==> config.mk <==
export PLATFORM = sky130hd
export DESIGN_NAME = band_peak_tracker
export DESIGN_NICKNAME = d
export VERILOG_FILES = /design/src/rtl/band_peak_tracker_pkg.sv /design/src/rtl/cplx_abs_sum.sv /design/src/rtl/band_peak_tracker.sv
export SDC_FILE = /design/constraint.sdc
export NUM_CORES = 1
export LEC_CHECK = 0
export CORE_MARGIN = 1
export CORE_UTILIZATION = 25
export DETAILED_ROUTE_END_ITERATION = 10
export GPL_TIMING_DRIVEN = 0
export PLACE_DENSITY = 0.42
export SLEW_MARGIN = 25
export SYNTH_ARGS = -nofsm -noshare
export SYNTH_HDL_FRONTEND = slang
export SYNTH_SLANG_ARGS = --single-unit
==> constraint.sdc <==
create_clock -name clk -period 6.85 [get_ports clk]
set_input_delay 1.37 -clock clk [delete_from_list [all_inputs] [get_ports clk]]
set_output_delay 1.37 -clock clk [all_outputs]
set_load 0.01 [all_outputs]
==> src/rtl/band_peak_tracker_pkg.sv <==
`default_nettype none
// ============================================================================
// Module   : band_peak_tracker_pkg
// Purpose  : Shared defaults and helpers for the band peak tracker.
//            Holds the default FFT word width, vector length, bin-index
//            width and band count, plus the magnitude width expression.
// Revision : 1.0  initial release
// ============================================================================
package band_peak_tracker_pkg;

    localparam int c_DATLEN    = 12;
    localparam int c_VLEN      = 32;
    localparam int c_VLEN_LOG2 = 5;
    localparam int c_NBANDS    = 2;

    // |re|+|im| of two DATLEN-bit signed words needs one extra bit:
    // the largest value is 2^(DATLEN-1) + 2^(DATLEN-1) = 2^DATLEN.
    function automatic int mag_width(input int datlen);
        return datlen + 1;
    endfunction

endpackage
`default_nettype wire

==> src/rtl/cplx_abs_sum.sv <==
`default_nettype none
// ============================================================================
// Module   : cplx_abs_sum
// Purpose  : Combinational L1 magnitude |re| + |im| of a complex sample.
// Ports    : i_re, i_im - signed two's-complement DATLEN-bit parts
//            o_mag      - unsigned DATLEN+1-bit magnitude
// Revision : 1.0  initial release
// ============================================================================
module cplx_abs_sum
    import band_peak_tracker_pkg::*;
#(
    parameter int DATLEN = c_DATLEN
) (
    input  logic [DATLEN-1:0]            i_re,
    input  logic [DATLEN-1:0]            i_im,
    output logic [mag_width(DATLEN)-1:0] o_mag
);

    logic [DATLEN:0] w_re_ext;
    logic [DATLEN:0] w_im_ext;
    logic [DATLEN:0] w_re_abs;
    logic [DATLEN:0] w_im_abs;

    // Sign-extend by one bit before negating so the most negative input
    // maps to +2^(DATLEN-1) exactly instead of wrapping.
    assign w_re_ext = {i_re[DATLEN-1], i_re};
    assign w_im_ext = {i_im[DATLEN-1], i_im};
    assign w_re_abs = i_re[DATLEN-1] ? (~w_re_ext + 1'b1) : w_re_ext;
    assign w_im_abs = i_im[DATLEN-1] ? (~w_im_ext + 1'b1) : w_im_ext;

    assign o_mag = w_re_abs + w_im_abs;

endmodule
`default_nettype wire

==> src/rtl/band_peak_tracker.sv <==
`default_nettype none
// ============================================================================
// Module   : band_peak_tracker
// Purpose  : Tracks the peak |re|+|im| magnitude and its bin index inside
//            NBANDS configurable bin ranges of a streamed FFT frame and
//            presents one result per completed frame with a valid/ready
//            handshake and a sticky overrun flag.
// Ports    : clk, rst             - clock, synchronous active-high reset
//            in_valid, in_sof     - bin qualifier and frame-start marker
//            in_re, in_im         - signed FFT bin value
//            band_lo, band_hi     - inclusive bin edges, band k at slice k
//            peak_mag, peak_bin   - per-band result of last completed frame
//            out_valid, out_ready - result handshake
//            overrun              - sticky, a result was overwritten
// Revision : 1.0  initial release
// ============================================================================
module band_peak_tracker
    import band_peak_tracker_pkg::*;
#(
    parameter int DATLEN    = c_DATLEN,
    parameter int VLEN      = c_VLEN,
    parameter int VLEN_LOG2 = c_VLEN_LOG2,
    parameter int NBANDS    = c_NBANDS
) (
    input  logic                                clk,
    input  logic                                rst,
    input  logic                                in_valid,
    input  logic                                in_sof,
    input  logic [DATLEN-1:0]                   in_re,
    input  logic [DATLEN-1:0]                   in_im,
    input  logic [NBANDS*VLEN_LOG2-1:0]         band_lo,
    input  logic [NBANDS*VLEN_LOG2-1:0]         band_hi,
    output logic [NBANDS*mag_width(DATLEN)-1:0] peak_mag,
    output logic [NBANDS*VLEN_LOG2-1:0]         peak_bin,
    output logic                                out_valid,
    input  logic                                out_ready,
    output logic                                overrun
);

    localparam int                   c_MAGLEN   = mag_width(DATLEN);
    localparam logic [VLEN_LOG2-1:0] c_LAST_BIN = VLEN_LOG2'(VLEN - 1);

    // ---------------------------------------------------------------- input
    logic                          r_in_frame;
    logic [VLEN_LOG2-1:0]          r_cnt;
    logic                          w_accept;
    logic [VLEN_LOG2-1:0]          w_bin;
    logic [c_MAGLEN-1:0]           w_mag;

    // Bins are only taken once a frame has been opened by in_sof, so after
    // reset nothing is produced until a full frame starting at bin 0.
    assign w_accept = in_valid && (in_sof || r_in_frame);
    assign w_bin    = in_sof ? '0 : r_cnt;

    cplx_abs_sum #(
        .DATLEN (DATLEN)
    ) u_abs (
        .i_re   (in_re),
        .i_im   (in_im),
        .o_mag  (w_mag)
    );

    // -------------------------------------------------------------- stage 1
    logic                          r_s1_valid;
    logic [c_MAGLEN-1:0]           r_s1_mag;
    logic [VLEN_LOG2-1:0]          r_s1_bin;
    logic [NBANDS*VLEN_LOG2-1:0]   r_lo;
    logic [NBANDS*VLEN_LOG2-1:0]   r_hi;

    always_ff @(posedge clk) begin
        if (rst) begin
            r_in_frame <= 1'b0;
            r_cnt      <= '0;
            r_s1_valid <= 1'b0;
            r_s1_mag   <= '0;
            r_s1_bin   <= '0;
            r_lo       <= '0;
            r_hi       <= '0;
        end else begin
            r_s1_valid <= w_accept;
            if (w_accept) begin
                r_in_frame <= 1'b1;
                r_cnt      <= (w_bin == c_LAST_BIN) ? '0 : w_bin + 1'b1;
                r_s1_mag   <= w_mag;
                r_s1_bin   <= w_bin;
                // Edges are frozen at bin 0; stage 2 of the previous
                // frame's last bin still reads the old copy this cycle.
                if (w_bin == '0) begin
                    r_lo <= band_lo;
                    r_hi <= band_hi;
                end
            end
        end
    end

    // -------------------------------------------------------------- stage 2
    logic                          w_s1_first;
    logic                          w_done;
    logic [NBANDS*c_MAGLEN-1:0]    r_acc_mag;
    logic [NBANDS*VLEN_LOG2-1:0]   r_acc_bin;
    logic [NBANDS*c_MAGLEN-1:0]    w_upd_mag;
    logic [NBANDS*VLEN_LOG2-1:0]   w_upd_bin;

    assign w_s1_first = (r_s1_bin == '0);
    assign w_done     = r_s1_valid && (r_s1_bin == c_LAST_BIN);

    generate
        for (genvar k = 0; k < NBANDS; k++) begin : g_band
            logic [VLEN_LOG2-1:0] w_lo;
            logic [VLEN_LOG2-1:0] w_hi;
            logic [c_MAGLEN-1:0]  w_base_mag;
            logic [VLEN_LOG2-1:0] w_base_bin;
            logic                 w_hit;

            assign w_lo = r_lo[k*VLEN_LOG2 +: VLEN_LOG2];
            assign w_hi = r_hi[k*VLEN_LOG2 +: VLEN_LOG2];

            // Bin 0 compares against the cleared state (0, lo) rather than
            // whatever the previous or abandoned frame left behind.
            assign w_base_mag = w_s1_first ? '0   : r_acc_mag[k*c_MAGLEN +: c_MAGLEN];
            assign w_base_bin = w_s1_first ? w_lo : r_acc_bin[k*VLEN_LOG2 +: VLEN_LOG2];

            // Strict greater-than keeps the earliest (lowest) bin on ties.
            assign w_hit = (r_s1_bin >= w_lo) && (r_s1_bin <= w_hi) &&
                           (r_s1_mag > w_base_mag);

            assign w_upd_mag[k*c_MAGLEN +: c_MAGLEN]   = w_hit ? r_s1_mag : w_base_mag;
            assign w_upd_bin[k*VLEN_LOG2 +: VLEN_LOG2] = w_hit ? r_s1_bin : w_base_bin;
        end
    endgenerate

    // --------------------------------------------------------------- output
    logic [NBANDS*c_MAGLEN-1:0]    r_peak_mag;
    logic [NBANDS*VLEN_LOG2-1:0]   r_peak_bin;
    logic                          r_out_valid;
    logic                          r_overrun;

    always_ff @(posedge clk) begin
        if (rst) begin
            r_acc_mag   <= '0;
            r_acc_bin   <= '0;
            r_peak_mag  <= '0;
            r_peak_bin  <= '0;
            r_out_valid <= 1'b0;
            r_overrun   <= 1'b0;
        end else begin
            if (r_s1_valid) begin
                r_acc_mag <= w_upd_mag;
                r_acc_bin <= w_upd_bin;
            end
            if (w_done) begin
                // A simultaneous consume frees the slot, so only an
                // unconsumed result being replaced counts as overrun.
                r_peak_mag  <= w_upd_mag;
                r_peak_bin  <= w_upd_bin;
                r_out_valid <= 1'b1;
                if (r_out_valid && !out_ready) begin
                    r_overrun <= 1'b1;
                end
            end else if (r_out_valid && out_ready) begin
                r_out_valid <= 1'b0;
            end
        end
    end

    assign peak_mag  = r_peak_mag;
    assign peak_bin  = r_peak_bin;
    assign out_valid = r_out_valid;
    assign overrun   = r_overrun;

endmodule
`default_nettype wire

==> out/summary.txt, run 1 <==
Yosys warning total -> 0
HP Start -> r_cnt[4]
Post-synth EDFFs -> 0
Post-synth top cells -> 119 x dfxtp_1, 109 x nand2_1, 69 x a21oi_1
Post_cts resized -> 0
PD cells -> 239 nW/um^2
Clk_lat worst skew -> 0.42 ns
Routed WL -> 25.6 mm
Cell taking the most area after synthesis -> dfxtp_1
Register bit total from synthesis -> 119
Fin area -> 9450 um^2
Synth Flop Type -> dfxtp_1
CTS Buf Count -> 17
Drt wl/cell -> 17.5 um
Clk_skew -> 0.0156 ns
Grt ovf -> 0
Final HPWL from detailed placement -> 20.2 mm
RSZ-0062 raised after global routing -> no
CTS HTree Levels -> 4
Count of cell types in the netlist -> 44
Vias in the first global route -> 7234
Period utilization -> 57.8%
Top post-synthesis cells by area -> dfxtp_1 32%, ha_1 10%, nand2_1 5.4%
Vias -> 7268
Total negative slack -> 0 ns
Min Tclk post-route -> 3.96 ns
Most common cell in the synthesized netlist -> dfxtp_1
CTS Sinks -> 119
Synthesized cell area -> 7510 um^2
Tot GR Track Use -> 17.0%
Share of cells above drive strength 1 -> 5.05%
Net Count, Synth -> 1066
Final Core Density -> 31.9%
FF-to-FF Start -> r_s1_bin[2]
Die outline area -> 30700 um^2
Initial antenna violation count -> 0
Crit. End Element -> flip-flop
1st-pass router iterations -> 5
Final ANT Viol Nets -> 0
Layout Nets -> 1171
Initial Util -> 25.3%
Io pins -> 87
Vias per cell -> 4.98
Area grow syn2layout -> 25.7%
Mapped Cells -> 953
Crit-path max FO -> 6
# diodes -> 0
Post-synthesis async set-or-reset flop share -> 0%
Port bufs -> 85
Fmax -> 0.252 GHz
Crit path from -> in_im[0]
Slew of the pin with the lowest slew margin -> 0.807 ns
Setup CP Type -> input port to flip-flop
Core ar. -> 29600 um^2
Hold Vio Cnt, Final -> 0
Relative slew slack -> 46.2%
Post-CTS Setup Inserts -> 0
Clock Root Buffer -> clkbuf_16
DRT iter0 DRCs -> 507
Hold buffers post-CTS -> 0
Worst endpoint required time -> 7.16 ns
Clk slew on worst S/H paths -> 0.06 ns
Max cap viols -> 0
# rows -> 63
Die width -> 175 um
CTS tree -> built
Worst vdd ir -> 173 uV
Pin count of the biggest net entering global routing -> 17
Mean Syn Cell Area -> 7.88 um^2
Crit start category -> input port
HP Class -> flip-flop to flip-flop
Pins Over Slew Limit -> 0
First-pass GRT wire length -> 40.4 mm
Clk buf depth -> 2
Post-DP Area -> 8860 um^2
Hold WS -> 0.477 ns
Number of remaining DRC errors -> 0
Final GP Congestion -> 0.839
Status -> complete, no violations
Critical Path AT -> 4.27 ns
Seq/Total Area, Yosys -> 31.7%
Post-synth top area share -> 31.7%
Die Height -> 175 um
Leak Pwr -> 3.52 nW
Fillers -> 3217
Setup-failing EPs final -> 0
-- layer usage --
layer	routed length (um)	share of wire [%]	track usage (%)	up-vias
li1	-	-	-	3698
met1	12600	49	22.8	3414
met2	11900	46	28.2	141
met3	811	3.2	2.66	15
met4	314	1.2	4.64	0
met5	0	0	0	-
-- critical path: stages --
cell and delay, ns:
clkdlybuf4s50_1 0.50, inv_1 0.10, ha_1 0.16, nand2_1 0.06, or3_1 0.32, or3_1 0.34
o31ai_1 0.25, xnor2_1 0.11, ha_1 0.39, nand4_1 0.12, o221ai_1 0.26, mux2i_1 0.23
nand2_1 0.06
-- cell families after synthesis --
logic type / synth area share (%)
multiplexers: 2.93
adder cells (fa/ha/maj): 10.8
AO/OA/AOI/OAI: 24.6
AND/OR/NAND/NOR: 20.4
buffers and inverters: 7.03
XOR/XNOR: 2.56
flip-flops: 31.7
-- final timing paths --
path,cells after the start,to,slack [ns]
max,13,r_s1_mag[11],2.89
min,2,r_cnt[4],0.48
max reg2reg,12,peak_bin[8],3.03
min reg2reg,2,r_cnt[4],0.48
-- power by group --
group / total [W] / internal [W] / switching, W
combinational: 0.000616 / 0.000190 / 0.000426
sequential: 0.000746 / 0.000714 / 0.0000323
clock: 0.000897 / 0.000553 / 0.000344
total: 0.00226 / 0.00146 / 0.000802
-- layout make-up --
cell class	count	area (um^2)	area share, %
repair buffers	86	858	9.09
well taps	390	488	5.17
flip-flops and latches	119	2380	25.2
inverters	57	214	2.26
plain buffers	75	314	3.32
clock inverters	11	126	1.34
multi-input cells	702	4610	48.8
clock buffers	20	457	4.83
-- through the flow --
stage	worst slack (ns)	total power, W	cells
after global placement	2.45	0.00138	1428
final	2.89	0.00226	1460
after global routing	2.64	0.00238	1460
after CTS	2.86	0.00228	1460
after detailed placement	2.45	0.00138	1429
after floorplan	3.26	0.00116	953
-- state kept, by name (all words and copies together), names as in the netlist --
signal	count
peak_bin	10
r_hi	10
r_s1_valid	1
r_cnt	5
r_acc_bin	10
overrun	1
out_valid	1
r_in_frame	1
r_s1_bin	5
peak_mag	26
r_acc_mag	26
r_lo	10
r_s1_mag	13
-- cell usage in the layout, fill, tap and decap left out, types with 14 or more instances in the layout --
master / Yosys / routed
a21o_1: 31 / 31
a21oi_1: 69 / 69
a31oi_1: 30 / 30
and3_1: 21 / 21
buf_2: 14 / 14
clkbuf_1: 54 / 55
clkbuf_16: 0 / 17
clkdlybuf4s50_1: 0 / 85
dfxtp_1: 119 / 119
ha_1: 63 / 63
inv_1: 57 / 57
mux2i_1: 22 / 22
nand2_1: 109 / 109
nand2b_1: 14 / 14
nand3_1: 60 / 60
nor2_1: 48 / 48
nor3_1: 16 / 15
o2111ai_1: 27 / 27
o21ai_0: 52 / 52
o311ai_0: 27 / 27
xnor2_1: 22 / 22
(Power assumes the default switching activity.)
==> run 2, diff against run 1 <==
- clock period: 6.85 -> 3.65 ns (I/O delays scaled with it)
==> run 2 against run 1 <==
Flip-flop and latch count unchanged. Sequential power up 88%. Critical endpoint is now peak_mag[9]. Count of clock-buffer cells in the layout unchanged. Routed wire length up 0.12%. Final cell count unchanged. Setup slack worse by 2.6 ns. Non-clock buffer count unchanged. Critical path depth unchanged. Clock power up 87%. Clock skew about the same.
==> out/summary.txt, run 2 (synthesis gave the netlist of run 1 again) <==
Max cap viols -> 0 (unchanged)
Clk slew on worst S/H paths -> 0.06 ns (about the same)
Die outline area -> 30700 um^2 (unchanged)
Min Tclk post-route -> 3.34 ns
Worst vdd ir -> 323 uV (+87%)
Critical path cell sequence -> nor3_1, nand2_1, clkbuf_2, buf_2, nand2_1, ha_1, nand4_1, or4_1, o21ai_2, nor3_2, clkbuf_1, a31oi_1, a21oi_1
Core ar. -> 29600 um^2 (unchanged)
CTS HTree Levels -> 4 (unchanged)
Clock Root Buffer -> clkbuf_16
Post-CTS Setup Inserts -> 0 (unchanged)
WHS Path Cells -> 2 (unchanged)
Pin count of the biggest net entering global routing -> 17 (unchanged)
DRT iter0 DRCs -> 497 (-2.0%)
Leak Pwr -> 3.54 nW (+0.60%)
HP Start -> r_cnt[4]
Grt ovf -> 0 (unchanged)
CP max stage delay -> 0.61 ns (+0.11 ns)
HP Class -> flip-flop to flip-flop
Io pins -> 87 (unchanged)
CTS Sinks -> 119 (unchanged)
Vias in the first global route -> 7232 (-0.028%)
Crit start category -> flip-flop
Clk buf depth -> 2 (unchanged)
Clk_skew -> 0.0159 ns (+0.000256 ns)
Vias -> 7262 (-0.083%)
Pins Over Slew Limit -> 0 (unchanged)
Worst reg-to-reg setup slack -> 0.31 ns (-2.72 ns)
Final HPWL from detailed placement -> 20.2 mm (unchanged)
PD cells -> 449 nW/um^2 (+88%)
RSZ-0062 raised after global routing -> no
Tot GR Track Use -> 17.0% (unchanged)
Share of cells above drive strength 1 -> 6.17% (+1.1 points)
Buffers and inverters on the worst path -> 3 (+1)
Clk_lat worst skew -> 0.42 ns (about the same)
Relative slew slack -> 44.6% (-1.6 points)
Final GP Congestion -> 0.839 (unchanged)
Initial Util -> 25.3% (unchanged)
Die Height -> 175 um (unchanged)
Final Core Density -> 31.9% (+0.068 points)
Routed WL -> 25.6 mm (+0.12%)
Commonest non-fill, non-tap cell in the layout -> dfxtp_1
Worst path most repeated cell -> nand2_1
Crit-path max FO -> 10 (+4)
Layout Nets -> 1171 (unchanged)
CTS Buf Count -> 17 (unchanged)
Cell family with most CP delay -> simple AND/OR/NAND/NOR gates
Most frequent cells in the layout -> 115 x dfxtp_1, 109 x nand2_1, 85 x clkdlybuf4s50_1
Worst r2r path cells -> 13 (+1)
Port bufs -> 85 (unchanged)
Critical Path AT -> 3.65 ns (-0.62 ns)
Fin area -> 9470 um^2 (+0.21%)
Hold Vio Cnt, Final -> 0 (unchanged)
Drt wl/cell -> 17.5 um (+0.12%)
Post-DP Area -> 8860 um^2 (unchanged)
Hold WS -> 0.477 ns (-0.000246 ns)
Period utilization -> 91.6%
Area grow syn2layout -> 26.0%
FF-to-FF End -> peak_mag[9]
CTS tree -> built
First-pass GRT wire length -> 40.4 mm (unchanged)
Slew of the pin with the lowest slew margin -> 0.831 ns (+0.0241 ns)
Die width -> 175 um (unchanged)
Initial antenna violation count -> 0 (unchanged)
Setup-failing EPs final -> 0 (unchanged)
Final ANT Viol Nets -> 0 (unchanged)
Setup CP Type -> flip-flop to flip-flop
# rows -> 63 (unchanged)
Number of remaining DRC errors -> 0 (unchanged)
Vias per cell -> 4.97 (about the same)
FF-to-FF Start -> r_s1_bin[1]
Slowest CP cell -> or4_1
Crit. End Element -> flip-flop
Hold endpoint -> r_cnt[4]
Status -> complete, no violations
Fmax -> 0.299 GHz
# diodes -> 0 (unchanged)
Worst endpoint required time -> 3.95 ns (-3.21 ns)
1st-pass router iterations -> 5 (unchanged)
[run 2: routing by layer]
layer / vias up / wire (um) / GRT usage (%)
met5: - / 0 / 0
li1: 3695 / - / -
met1: 3407 / 12600 / 22.8
met4: 0 / 304 / 4.64
met2: 145 / 11900 / 28.2
met3: 15 / 842 / 2.66
[run 2: stage by stage]
stage / setup slack, ns / total power [W] / instances / TNS, ns
2_1_floorplan: 0.695 / 0.00217 / 953 / 0
3_3_place_gp: -0.130 / 0.00259 / 1428 / -2.35
3_5_place_dp: -0.177 / 0.00258 / 1429 / -1.93
4_1_cts: 0.0175 / 0.00428 / 1460 / 0
5_1_grt: 0.0224 / 0.00447 / 1460 / 0
6_report: 0.307 / 0.00425 / 1460 / 0
[run 2: timing repair]
item | CTS | global route
cloned | 0 | 0
endpoints found under the setup margin | 43 | 61
hold buffers | 0 | 0
endpoints found under the hold margin | 0 | 0
resized for setup | 2 | 14
[run 2: how the worst max path moves through the flow]
stage | start | end | slack, ns | cells after the start
2_1_floorplan | in_re[1] | r_s1_mag[11] | 0.70 | 12
3_3_place_gp | r_s1_bin[1] | peak_bin[5] | -0.13 | 12
3_5_place_dp | r_s1_bin[1] | peak_bin[8] | -0.18 | 12
4_1_cts | r_s1_bin[1] | peak_mag[9] | 0.02 | 12
5_1_grt | r_s1_bin[0] | peak_mag[11] | 0.02 | 13
6_report | r_s1_bin[1] | peak_mag[9] | 0.31 | 13
[run 2: worst register-to-register path, stage by stage (launching register included)]
cell and delay [ns]:
dfxtp_2 0.46, nor3_1 0.09, nand2_1 0.13, clkbuf_2 0.26, buf_2 0.27, nand2_1 0.13, ha_1 0.31, nand4_1 0.13
or4_1 0.61, o21ai_2 0.11, nor3_2 0.10, clkbuf_1 0.26, a31oi_1 0.26, a21oi_1 0.09
[run 2: final cells by class]
class / instances / area (um^2)
fillers: 3216 / 20200
clock buffers: 20 / 457
clock inverters: 11 / 126
inverters: 57 / 214
multi-input cells: 702 / 4610
plain buffers: 75 / 322
well taps: 390 / 488
flip-flops and latches: 119 / 2390
repair buffers: 86 / 858
[run 2: report_power, final]
part           leakage [nW]  internal (W)  switching, W
Sequential            0.966       0.00134     0.0000607
Combinational          2.30      0.000362      0.000808
Clock                 0.274       0.00104      0.000647
Total                  3.54       0.00274       0.00152
==> run 3, diff against run 2 <==
- CORE_UTILIZATION: 25 -> 57
- PLACE_DENSITY: 0.42 -> 0.81
- clock period: 3.65 -> 3.2 ns (I/O delays scaled with it)
==> run 3 against run 2 <==
Register-to-register slack got worse by 0.15 ns. Highest routed layer unchanged. Global-route usage grew 17 points. Non-clock buffer count up 1. Critical endpoint is now r_s1_mag[11]. Die area is 56% lower. Total power grew 20%. Design area fell by 0.99%. Critical path depth unchanged.
==> out/summary.txt, run 3 (synthesis gave the netlist of run 1 again) <==
Fin cells -> 1242 (-15%)
Port bufs -> 85 (unchanged)
Crit start category -> input port
Int Power -> 0.00344 W (+26%)
Status -> complete, no violations
Setup-failing EPs final -> 0 (unchanged)
Leak Pwr -> 3.63 nW (+2.8%)
Relative slew slack -> 46.8% (+2.2 points)
Setup CP Type -> input port to flip-flop
CTS HTree Levels -> 4 (unchanged)
Min Tclk post-route -> 3.11 ns
Final HPWL from detailed placement -> 16.2 mm (-20%)
Io pins -> 87 (unchanged)
Hold buffers post-CTS -> 0 (unchanged)
Area grow syn2layout -> 24.8%
Clock Root Buffer -> clkbuf_16
NetSw -> 0.00169 W (+11%)
Initial antenna violation count -> 0 (unchanged)
Vias -> 7848 (+8.1%)
Clk_lat worst skew -> 0.43 ns (about the same)
PD cells -> 547 nW/um^2 (+22%)
Die outline area -> 13600 um^2 (-56%)
Hold Vio Cnt, Final -> 0 (unchanged)
Fmax -> 0.321 GHz
Worst vdd ir -> 337 uV (+4.2%)
Hold WS -> 0.473 ns (-0.00438 ns)
Pins Over Slew Limit -> 0 (unchanged)
Total negative slack -> 0 ns (unchanged)
Sequential power share -> 31.3% (-1.6 points)
CTS Buf Count -> 17 (unchanged)
Crit. End Element -> flip-flop
DP Cell Count -> 1210 (-15%)
Share of cells above drive strength 1 -> 7.94% (+1.8 points)
Routed WL -> 22.4 mm (-13%)
Commonest non-fill, non-tap cell in the layout -> dfxtp_1
Vias in the first global route -> 7344 (+1.5%)
Die Height -> 117 um (-33%)
Clk buf depth -> 2 (unchanged)
Grt ovf -> 0 (unchanged)
Fin area -> 9370 um^2 (-0.99%)
Vias per cell -> 6.32 (+27%)
# diodes -> 0 (unchanged)
Core ar. -> 12700 um^2 (-57%)
Final ANT Viol Nets -> 0 (unchanged)
CTS tree -> built
Post-DP Area -> 8580 um^2 (-3.2%)
Tot GR Track Use -> 34.1% (+17 points)
CTS Sinks -> 119 (unchanged)
Pin count of the biggest net entering global routing -> 17 (unchanged)
# rows -> 41 (-35%)
First-pass GRT wire length -> 35.7 mm (-12%)
Number of remaining DRC errors -> 0 (unchanged)
Die width -> 117 um (-33%)
Period utilization -> 97.2%
Initial Util -> 59.0% (+34 points)
Clk slew on worst S/H paths -> 0.05 ns (about the same)
Clock power share -> 42.0% (+2.4 points)
1st-pass router iterations -> 6 (+1)
Final GP Congestion -> 0.993 (+18%)
DRT iter0 DRCs -> 612 (+23%)
Worst endpoint required time -> 3.51 ns (-0.44 ns)
Max cap viols -> 0 (unchanged)
Combinational share of power -> 26.6% (-0.9 points)
Crit-path max FO -> 4 (-6)
Switch share -> 32.9% (-2.7 points)
Critical Path AT -> 3.42 ns (-0.23 ns)
Clk_skew -> 0.00717 ns (-0.00869 ns)
Slew of the pin with the lowest slew margin -> 0.794 ns (-0.0369 ns)
HP Class -> flip-flop to flip-flop
Drt wl/cell -> 18.0 um (+2.7%)
Layout Nets -> 1172 (+0.085%)
Most frequent cells in the layout -> 114 x dfxtp_1, 109 x nand2_1, 84 x clkdlybuf4s50_1
-- run 3: cell count changes in the layout (fill, tap and decap cells not counted), sizes merged, moves of 2 or more --
cell      previous run  this run
bufinv               2         5
clkinv               5         2
clkinvlp             4         1
buf                 22        24
-- run 3: layer usage --
layer | vias to the layer above | GRT usage, % | wire (um)
met5 | - | 0 | 0
met4 | 0 | 19.7 | 1100
met3 | 111 | 8.55 | 2050
met2 | 410 | 55.9 | 10300
met1 | 3624 | 40.8 | 8910
li1 | 3703 | - | -
-- run 3: repair_timing --
action / CTS / global route
gates resized for setup: 12 / 38
pin swaps: 1 / 4
setup endpoints to repair: 73 / 69
endpoints found under the hold margin: 0 / 0
buffers inserted: 2 / 1
-- run 3: path summary, 6_finish.rpt --
| kind | start | endpoint | slack, ns | depth (start not counted) |
|---|---|---|---|---|
| worst min register to register | r_cnt[4] | r_cnt[4] | 0.47 | 2 |
| worst max register to register | r_s1_bin[4] | r_acc_mag[11] | 0.16 | 13 |
| worst max-delay path | in_im[1] | r_s1_mag[11] | 0.09 | 13 |
| worst min-delay path | r_cnt[4] | r_cnt[4] | 0.47 | 2 |
-- run 3: area by class of cell --
class / count / area, um^2
Multi-Input combinational cell: 702 / 4670
Sequential cell: 119 / 2400
Inverter: 57 / 214
Timing Repair Buffer: 88 / 876
Clock buffer: 22 / 494
Clock inverter: 8 / 168
Fill cell: 1041 / 3350
Buffer: 74 / 333
Tap cell: 172 / 215
-- run 3: worst max-delay path, stage by stage --
cell,delay [ns]
clkdlybuf4s50_1,0.45
inv_1,0.09
ha_1,0.16
nand2_1,0.06
or3_1,0.33
or3_4,0.36
o31ai_4,0.24
xnor2_1,0.09
ha_1,0.36
nand4_1,0.14
o221ai_2,0.19
mux2i_1,0.25
nand2_1,0.07
-- run 3: power by group through the flow --
stage	clock network (W)	logic, W	registers [W]
global route	0.00223	0.00146	0.00160
detailed placement	0	0.00126	0.00163
global placement	0	0.00125	0.00163
CTS	0.00215	0.00128	0.00160
floorplan	0	0.000888	0.00159
finish	0.00215	0.00136	0.00160
-- run 3: metrics by stage --
| stage | utilization (%) | power, W | setup slack [ns] |
|---|---|---|---|
| floorplan | - | 0.00248 | 0.335 |
| global placement | 67.4 | 0.00288 | -0.432 |
| detailed placement | 67.5 | 0.00289 | -0.420 |
| CTS | 73.0 | 0.00503 | 0.0158 |
| global route | 73.7 | 0.00529 | -0.0454 |
| finish | 73.7 | 0.00512 | 0.0886 |
